**config.mk**
```make
export PLATFORM = sky130hd
export DESIGN_NAME = wm_embed_ctrl
export DESIGN_NICKNAME = d
export VERILOG_FILES = /design/src/rtl/wm_embed_ctrl.sv
export SDC_FILE = /design/constraint.sdc
export NUM_CORES = 1
export LEC_CHECK = 0
export ABC_AREA = 1
export BUFFER_PORTS_ARGS = -buffer_cell sky130_fd_sc_hd__clkbuf_2
export CAP_MARGIN = 15
export CELL_PAD_IN_SITES_DETAIL_PLACEMENT = 0
export CELL_PAD_IN_SITES_GLOBAL_PLACEMENT = 1
export CORE_ASPECT_RATIO = 1.1
export CORE_MARGIN = 4
export CORE_UTILIZATION = 43
export CTS_BUF_LIST = sky130_fd_sc_hd__clkbuf_8
export CTS_CLUSTER_DIAMETER = 60
export CTS_CLUSTER_SIZE = 12
export DETAILED_ROUTE_END_ITERATION = 12
export PLACE_DENSITY_LB_ADDON = 0.2
export RECOVER_POWER = 100
export SYNTH_ARGS = -nofsm -noshare
export SYNTH_HDL_FRONTEND = slang
export SYNTH_SLANG_ARGS = --single-unit
export TNS_END_PERCENT = 100
```
**constraint.sdc**
```tcl
create_clock -name clk -period 3.95 [get_ports clk]
set_input_delay 0.395 -clock clk [delete_from_list [all_inputs] [get_ports clk]]
set_output_delay 0.395 -clock clk [all_outputs]
set_load 0.03 [all_outputs]
```
**src/rtl/wm_embed_ctrl.sv**
```systemverilog
// Frame-level watermark embedding controller: LFSR-keyed LSB substitution
// on a valid/ready pixel stream, advancing the watermark once per accepted pixel.
module wm_embed_ctrl #(
    parameter logic [7:0]  KEY          = 8'h6A,
    parameter logic [15:0] FRAME_PIXELS = 16'd16
) (
    input  logic        clk,
    input  logic        rst_n,
    input  logic        start,
    input  logic        WM_select,
    input  logic        s_valid,
    input  logic [7:0]  s_pixel,
    output logic        s_ready,
    output logic        m_valid,
    output logic [7:0]  m_pixel,
    input  logic        m_ready,
    output logic        busy,
    output logic        done,
    output logic [15:0] pix_cnt
);

    typedef enum logic [2:0] {
        S_IDLE,
        S_SEED,
        S_RUN,
        S_DRAIN,
        S_DONE
    } state_t;

    state_t      state_q, state_d;
    logic        mode_q, mode_d;
    logic [7:0]  lfsr_q, lfsr_d;
    logic [15:0] pix_cnt_q, pix_cnt_d;
    logic        m_valid_q, m_valid_d;
    logic [7:0]  m_pixel_q, m_pixel_d;

    logic        s_ready_c;
    logic        in_hs;
    logic        out_hs;
    logic        w0;
    logic        w1;
    logic [7:0]  lfsr_adv;
    logic [7:0]  wm_pix;
    logic [15:0] cnt_inc;

    // Galois step: bit 7 wraps to bit 0 and feeds taps at bits 2/3/4
    always_comb begin
        lfsr_adv[0] = lfsr_q[7];
        lfsr_adv[1] = lfsr_q[0];
        lfsr_adv[2] = lfsr_q[1] ^ lfsr_q[7];
        lfsr_adv[3] = lfsr_q[2] ^ lfsr_q[7];
        lfsr_adv[4] = lfsr_q[3] ^ lfsr_q[7];
        lfsr_adv[5] = lfsr_q[4];
        lfsr_adv[6] = lfsr_q[5];
        lfsr_adv[7] = lfsr_q[6];
    end

    assign w0 = lfsr_q[0];
    assign w1 = lfsr_q[1] ^ lfsr_q[0];
    assign wm_pix = mode_q ? {s_pixel[7:2], w1, w0}
                           : {s_pixel[7:1], w0};

    assign in_hs   = s_valid && s_ready_c;
    assign out_hs  = m_valid_q && m_ready;
    assign cnt_inc = pix_cnt_q + 16'd1;

    always_comb begin
        state_d   = state_q;
        mode_d    = mode_q;
        lfsr_d    = lfsr_q;
        pix_cnt_d = pix_cnt_q;
        m_valid_d = m_valid_q;
        m_pixel_d = m_pixel_q;
        s_ready_c = 1'b0;
        unique case (state_q)
            S_IDLE: begin
                if (start) begin
                    mode_d  = WM_select;
                    state_d = S_SEED;
                end
            end
            S_SEED: begin
                lfsr_d    = (KEY == 8'h00) ? 8'h01 : KEY;
                pix_cnt_d = 16'd0;
                state_d   = S_RUN;
            end
            S_RUN: begin
                s_ready_c = (!m_valid_q || m_ready)
                         && (pix_cnt_q < FRAME_PIXELS);
                if (in_hs) begin
                    m_pixel_d = wm_pix;
                    m_valid_d = 1'b1;
                    pix_cnt_d = cnt_inc;
                    lfsr_d    = lfsr_adv;
                    if (cnt_inc == FRAME_PIXELS) begin
                        state_d = S_DRAIN;
                    end
                end else if (out_hs) begin
                    m_valid_d = 1'b0;
                end
            end
            S_DRAIN: begin
                if (!m_valid_q || m_ready) begin
                    m_valid_d = 1'b0;
                    state_d   = S_DONE;
                end
            end
            S_DONE: begin
                state_d = S_IDLE;
            end
            default: begin
                state_d = S_IDLE;
            end
        endcase
    end

    always_ff @(posedge clk) begin
        if (!rst_n) begin
            state_q   <= S_IDLE;
            mode_q    <= 1'b0;
            lfsr_q    <= KEY;
            pix_cnt_q <= 16'd0;
            m_valid_q <= 1'b0;
            m_pixel_q <= 8'h00;
        end else begin
            state_q   <= state_d;
            mode_q    <= mode_d;
            lfsr_q    <= lfsr_d;
            pix_cnt_q <= pix_cnt_d;
            m_valid_q <= m_valid_d;
            m_pixel_q <= m_pixel_d;
        end
    end

    assign s_ready = s_ready_c;
    assign m_valid = m_valid_q;
    assign m_pixel = m_pixel_q;
    assign pix_cnt = pix_cnt_q;
    assign busy    = (state_q == S_SEED) || (state_q == S_RUN)
                  || (state_q == S_DRAIN);
    assign done    = (state_q == S_DONE);

endmodule

```
# After elaboration in Yosys (flattened, before gate mapping)

Cells that the tools add are included.

Logic and storage cells: 52
Register bits: 37
Input bits: 14
Output and inout port bits: 28

Bitwise operators: 4
Order comparisons: 1
Equality and inequality tests: 10
Mux-type cells: 15
Add/subtract/negate cells: 1
Reduce and logical (&&, ||, !) cells: 15

Operator list:

| operator                                                                       | count |
|---|---|
| 16-bit one-hot mux with 2 select lines                                         | 1 |
| 16-bit by 1-bit adder with 16-bit output (second input constant)               | 1 |
| 16-bit by 5-bit == test with 1-bit output (second input constant)              | 1 |
| 16-bit by 5-bit less-than comparator with 1-bit output (second input constant) | 1 |
| 16-bit 2-to-1 mux                                                              | 1 |
| 8-bit one-hot mux with 2 select lines                                          | 1 |
| 3-bit 2-to-1 mux                                                               | 4 |
| 3-bit one-hot mux with 4 select lines                                          | 1 |
| 8-bit 2-to-1 mux                                                               | 1 |
| 2-bit inequality test (second input constant)                                  | 4 |
| 3-bit by 2-bit == test with 1-bit output (second input constant)               | 2 |
| 2-bit AND reduction                                                            | 3 |
| 1-bit 2-to-1 mux                                                               | 4 |
| 4-bit AND reduction                                                            | 1 |
| 2-bit nonzero test                                                             | 2 |
| 1-bit XOR                                                                      | 4 |
| 3-bit by 1-bit == test with 1-bit output (second input constant)               | 1 |
| 3-bit == test (second input constant)                                          | 1 |
| 1-bit logical AND                                                              | 3 |
| 3-bit logical NOT                                                              | 1 |
| 1-bit logical OR                                                               | 3 |
| 3-bit inequality test (second input constant)                                  | 1 |
| 3-bit AND reduction                                                            | 1 |
| 2-bit 2-to-1 mux                                                               | 1 |
| other kinds (2)                                                                | 2 |

# Logic depth before layout (Yosys ltp)

Depth after elaboration: 7
Gate-level depth with buffers: 14

# Worst setup path before layout

No wires, ideal clock.

Kind: register to register
Start point: register pix_cnt_q[1] (netlist: pix_cnt[1])
End point: register state_q[1]
Path slack: 2.069 ns
Required time: 3.840 ns
Data arrival time: 1.770 ns
Clock period less this slack: 1.881 ns
Cell stages (with the launch flop): 15
Path through: dfxtp_1 -> ha_1 -> nand2_2 -> nor2_4 -> nand2_1 -> nand2_2 -> nand2_1 -> nor2_1 -> nand2_1 -> nor2_1 -> nand3_1 -> nand2_1 -> nand3_1 -> nand3_1 -> inv_1

Word-level cells in the longest chain between the ends: 6

RTL lines:

| item                                                                             | RTL line | text |
|---|---|---|
| from (decl)                                                                      | 33       | `logic [15:0] pix_cnt_q, pix_cnt_d;` |
| from (signal assigned)                                                           | 129      | `pix_cnt_q <= pix_cnt_d;` |
| branches (longest 5 deep; another with 16-bit by 1-bit adder with 16-bit output) | -        |  |
| 4-bit AND reduction (no source line) *                                           | -        |  |
| to (signal assigned)                                                             | 126      | `state_q <= state_d;` |
| to (decl)                                                                        | 30       | `state_t state_q, state_d;` |

Mark *: on every way between the ends.
A chain may end at the register's enable or synchronous reset.

# Final worst setup path

Start point: register pix_cnt_q[12] (netlist: pix_cnt[12])
End point: register lfsr_q[6]

Word-level cells in the longest chain between the ends: 6

RTL lines:

| item                                                   | RTL line | text |
|---|---|---|
| 16-bit by 5-bit less-than comparator with 1-bit output | 89       | `&& (pix_cnt_q < FRAME_PIXELS);` |
| 1-bit logical AND                                      | 89       |  |
| 1-bit 2-to-1 mux                                       | 75       | `unique case (state_q)` |
| 1-bit logical AND                                      | 63       | `assign in_hs = s_valid && s_ready_c;` |
| 2-bit inequality test (no source line)                 | -        |  |
| 2-bit AND reduction (no source line)                   | -        |  |
| to (signal assigned)                                   | 128      | `lfsr_q <= lfsr_d;` |
| to (decl)                                              | 32       | `logic [7:0] lfsr_q, lfsr_d;` |

No other way between the ends.

==> summary.txt <==
FMAX: 0.429 GHz
fillers: 473
CTS H-Tree Depth: 2
final global-route overflow total: 0
data required time at the worst endpoint: 4180 ps
pin count of the biggest net entering global routing: 27
total CTS buffers: 5
CTS Hold Buffers Added: 0
Period Utilization, post-route: 59.0%
most frequent cells in the layout: 55 x nand2_1, 45 x nor2_1, 37 x dfxtp_1, 30 x inv_1, 28 x clkbuf_1
Post-DRT Antenna Nets: 0
peak supply drop: 0.000341 V
Final Hold Violating Endpoints: 0
CP Capture Type: flop
register area share after synthesis: 38.4%
Setup Total Neg Slack: 0 ps
row cnt: 25
Routed WL: 4610 um
die area: 5620 um^2
Non-Filler Instances: 369
post-synthesis net count: 289
Final Setup Violations: 0
vias in the first global route: 1796
Remaining DRCs: 0
Worst Tran Pin Value: 743 ps
n_diodes: 0
final worst slack: 1620 ps
DRT iter0 DRCs: 129
critical path class: flop to flop
Total Routing Usage GR: 18.1%
vias per inst: 4.96
Max Clock Skew: 11.5 ps
placed cell count: 361
Tot Pwr: 1.24 mW
commonest non-fill, non-tap cell in the layout: nand2_1
initial antenna violation count: 0
Routed WL per cell: 12.5 um
ratio of cells with drive above 1 in the final layout: 11.7%
Gates resized, CTS repair: 0
RePlAce Congestion: 0.847
fin area: 2190 um^2
P&R area growth vs syn: 13.7%
startpoint types: flop
CTS clk-pin slew, worst paths: 80 ps
Distinct cells, synth: 29
Post-Synthesis Cells: 273
die width: 71.9 um
unrepaired setup endpoints after global routing: no
I/O pin count: 42
first-pass GRT wire length: 8150 um
Leak: 0.883 nW
Initial Util: 44.7%
clock sinks: 37
status: completed
synthesized flop and latch total: 37
core area: 4320 um^2
Post-Syn Area per Cell: 7.07 um^2
routed via count: 1829
post-CTS setup repair buffer count: 0
Place WS: 1980 ps
Post-DP Area: 2160 um^2
HPWL Detailed: 3480 um
Longest Clk Path Bufs: 2
Skew-Pair Late Insertion Delay: 290 ps
CP arrival: 2570 ps
Layout Nets: 330
CTS tree: done
drt first pass iters: 4
die height: 78.3 um
Root Buffer: clkbuf_8
Worst slew margin: 50.1%
Reg2Reg Depth: 9
minimum clock period: 2330 ps
crit-path max FO: 15
max-cap violations: 0
Worst Hold Path Cells: 3
Yosys warnings: 0
Cell Area, Synth: 1930 um^2
PortBufs: 40
HP Class: input pin to flop
Slew Limit Fails: 0
Power Dens Cells: 563 nW/um^2
state kept, by name, indices dropped and copies added (netlist names):
signal and flops:
pix_cnt 16, m_valid 1, lfsr_q 8, m_pixel 8, state_q 3, mode_q 1
path summary, 6_finish.rpt:
path               start          to  slack (ps)
max          pix_cnt[12]   lfsr_q[6]        1620
min           s_pixel[4]  m_pixel[4]         310
max reg2reg  pix_cnt[12]   lfsr_q[6]        1620
min reg2reg    lfsr_q[5]   lfsr_q[5]         460
routing by layer:
layer	track usage, %	routed length [um]
met1	22.7	2160
met2	28.9	2080
met3	4.61	233
met4	8.46	148
met5	0	0
logic make-up after synthesis:
family,count (synthesis),synth area share [%]
AO/OA/AOI/OAI,37,11.3
adder cells (fa/ha/maj),2,1.30
XOR/XNOR,4,1.82
flip-flops,37,38.4
AND/OR/NAND/NOR,154,38.7
buffers and inverters,39,8.43
worst max-delay path: stages (launching register included):
cell     delay, ps
dfxtp_1        360
inv_1          110
nand4_1        210
nor3_1         240
nand3_2        130
nand2_1        100
nand2_1        300
inv_1          520
o21ai_0        190
nand2_1        100
power by group:
part | leakage [nW] | internal [mW] | switching (mW) | total [mW]
sequential | 0.301 | 0.433 | 0.0416 | 0.475
combinational | 0.538 | 0.140 | 0.359 | 0.499
clock | 0.0439 | 0.122 | 0.139 | 0.261
total | 0.883 | 0.695 | 0.540 | 1.24
per-stage QoR:
stage	util, %	hold WS (ps)
global placement	50.0	436
global route	50.8	315
detailed placement	50.0	443
floorplan	-	428
finish	50.8	310
CTS	52.0	307
cell type report:
cell class                 count  area [um^2]  area share, %
multi-input combinational    197         1010           46.0
sequential                    37          741           33.8
clock buffer                   5         68.8           3.14
timing repair buffer          40          165           7.53
inverter                      33          125           5.70
clock inverter                 3         17.5          0.799
tap                           54         67.6           3.08
cells in the mapped netlist (all sizes together):
| cell | count | area (um^2) |
|---|---|---|
| clkinv | 2 | 8.75 |
| a21oi | 9 | 45.0 |
| nand3 | 19 | 105 |
| nor4 | 1 | 21.3 |
| buf | 3 | 26.3 |
| a22oi | 7 | 67.6 |
| xor2 | 4 | 35.0 |
| nand3b | 1 | 7.51 |
| ha | 2 | 25.0 |
| a31oi | 1 | 6.26 |
| clkbuf | 3 | 11.3 |
| inv | 31 | 116 |
| nand2 | 57 | 229 |
| nor2 | 51 | 243 |
| dfxtp | 37 | 741 |
| o21ai | 20 | 100 |
| nor3 | 14 | 70.1 |
| or2 | 1 | 8.76 |
| nand4 | 10 | 62.6 |
Power figures use the tool's default switching activity.
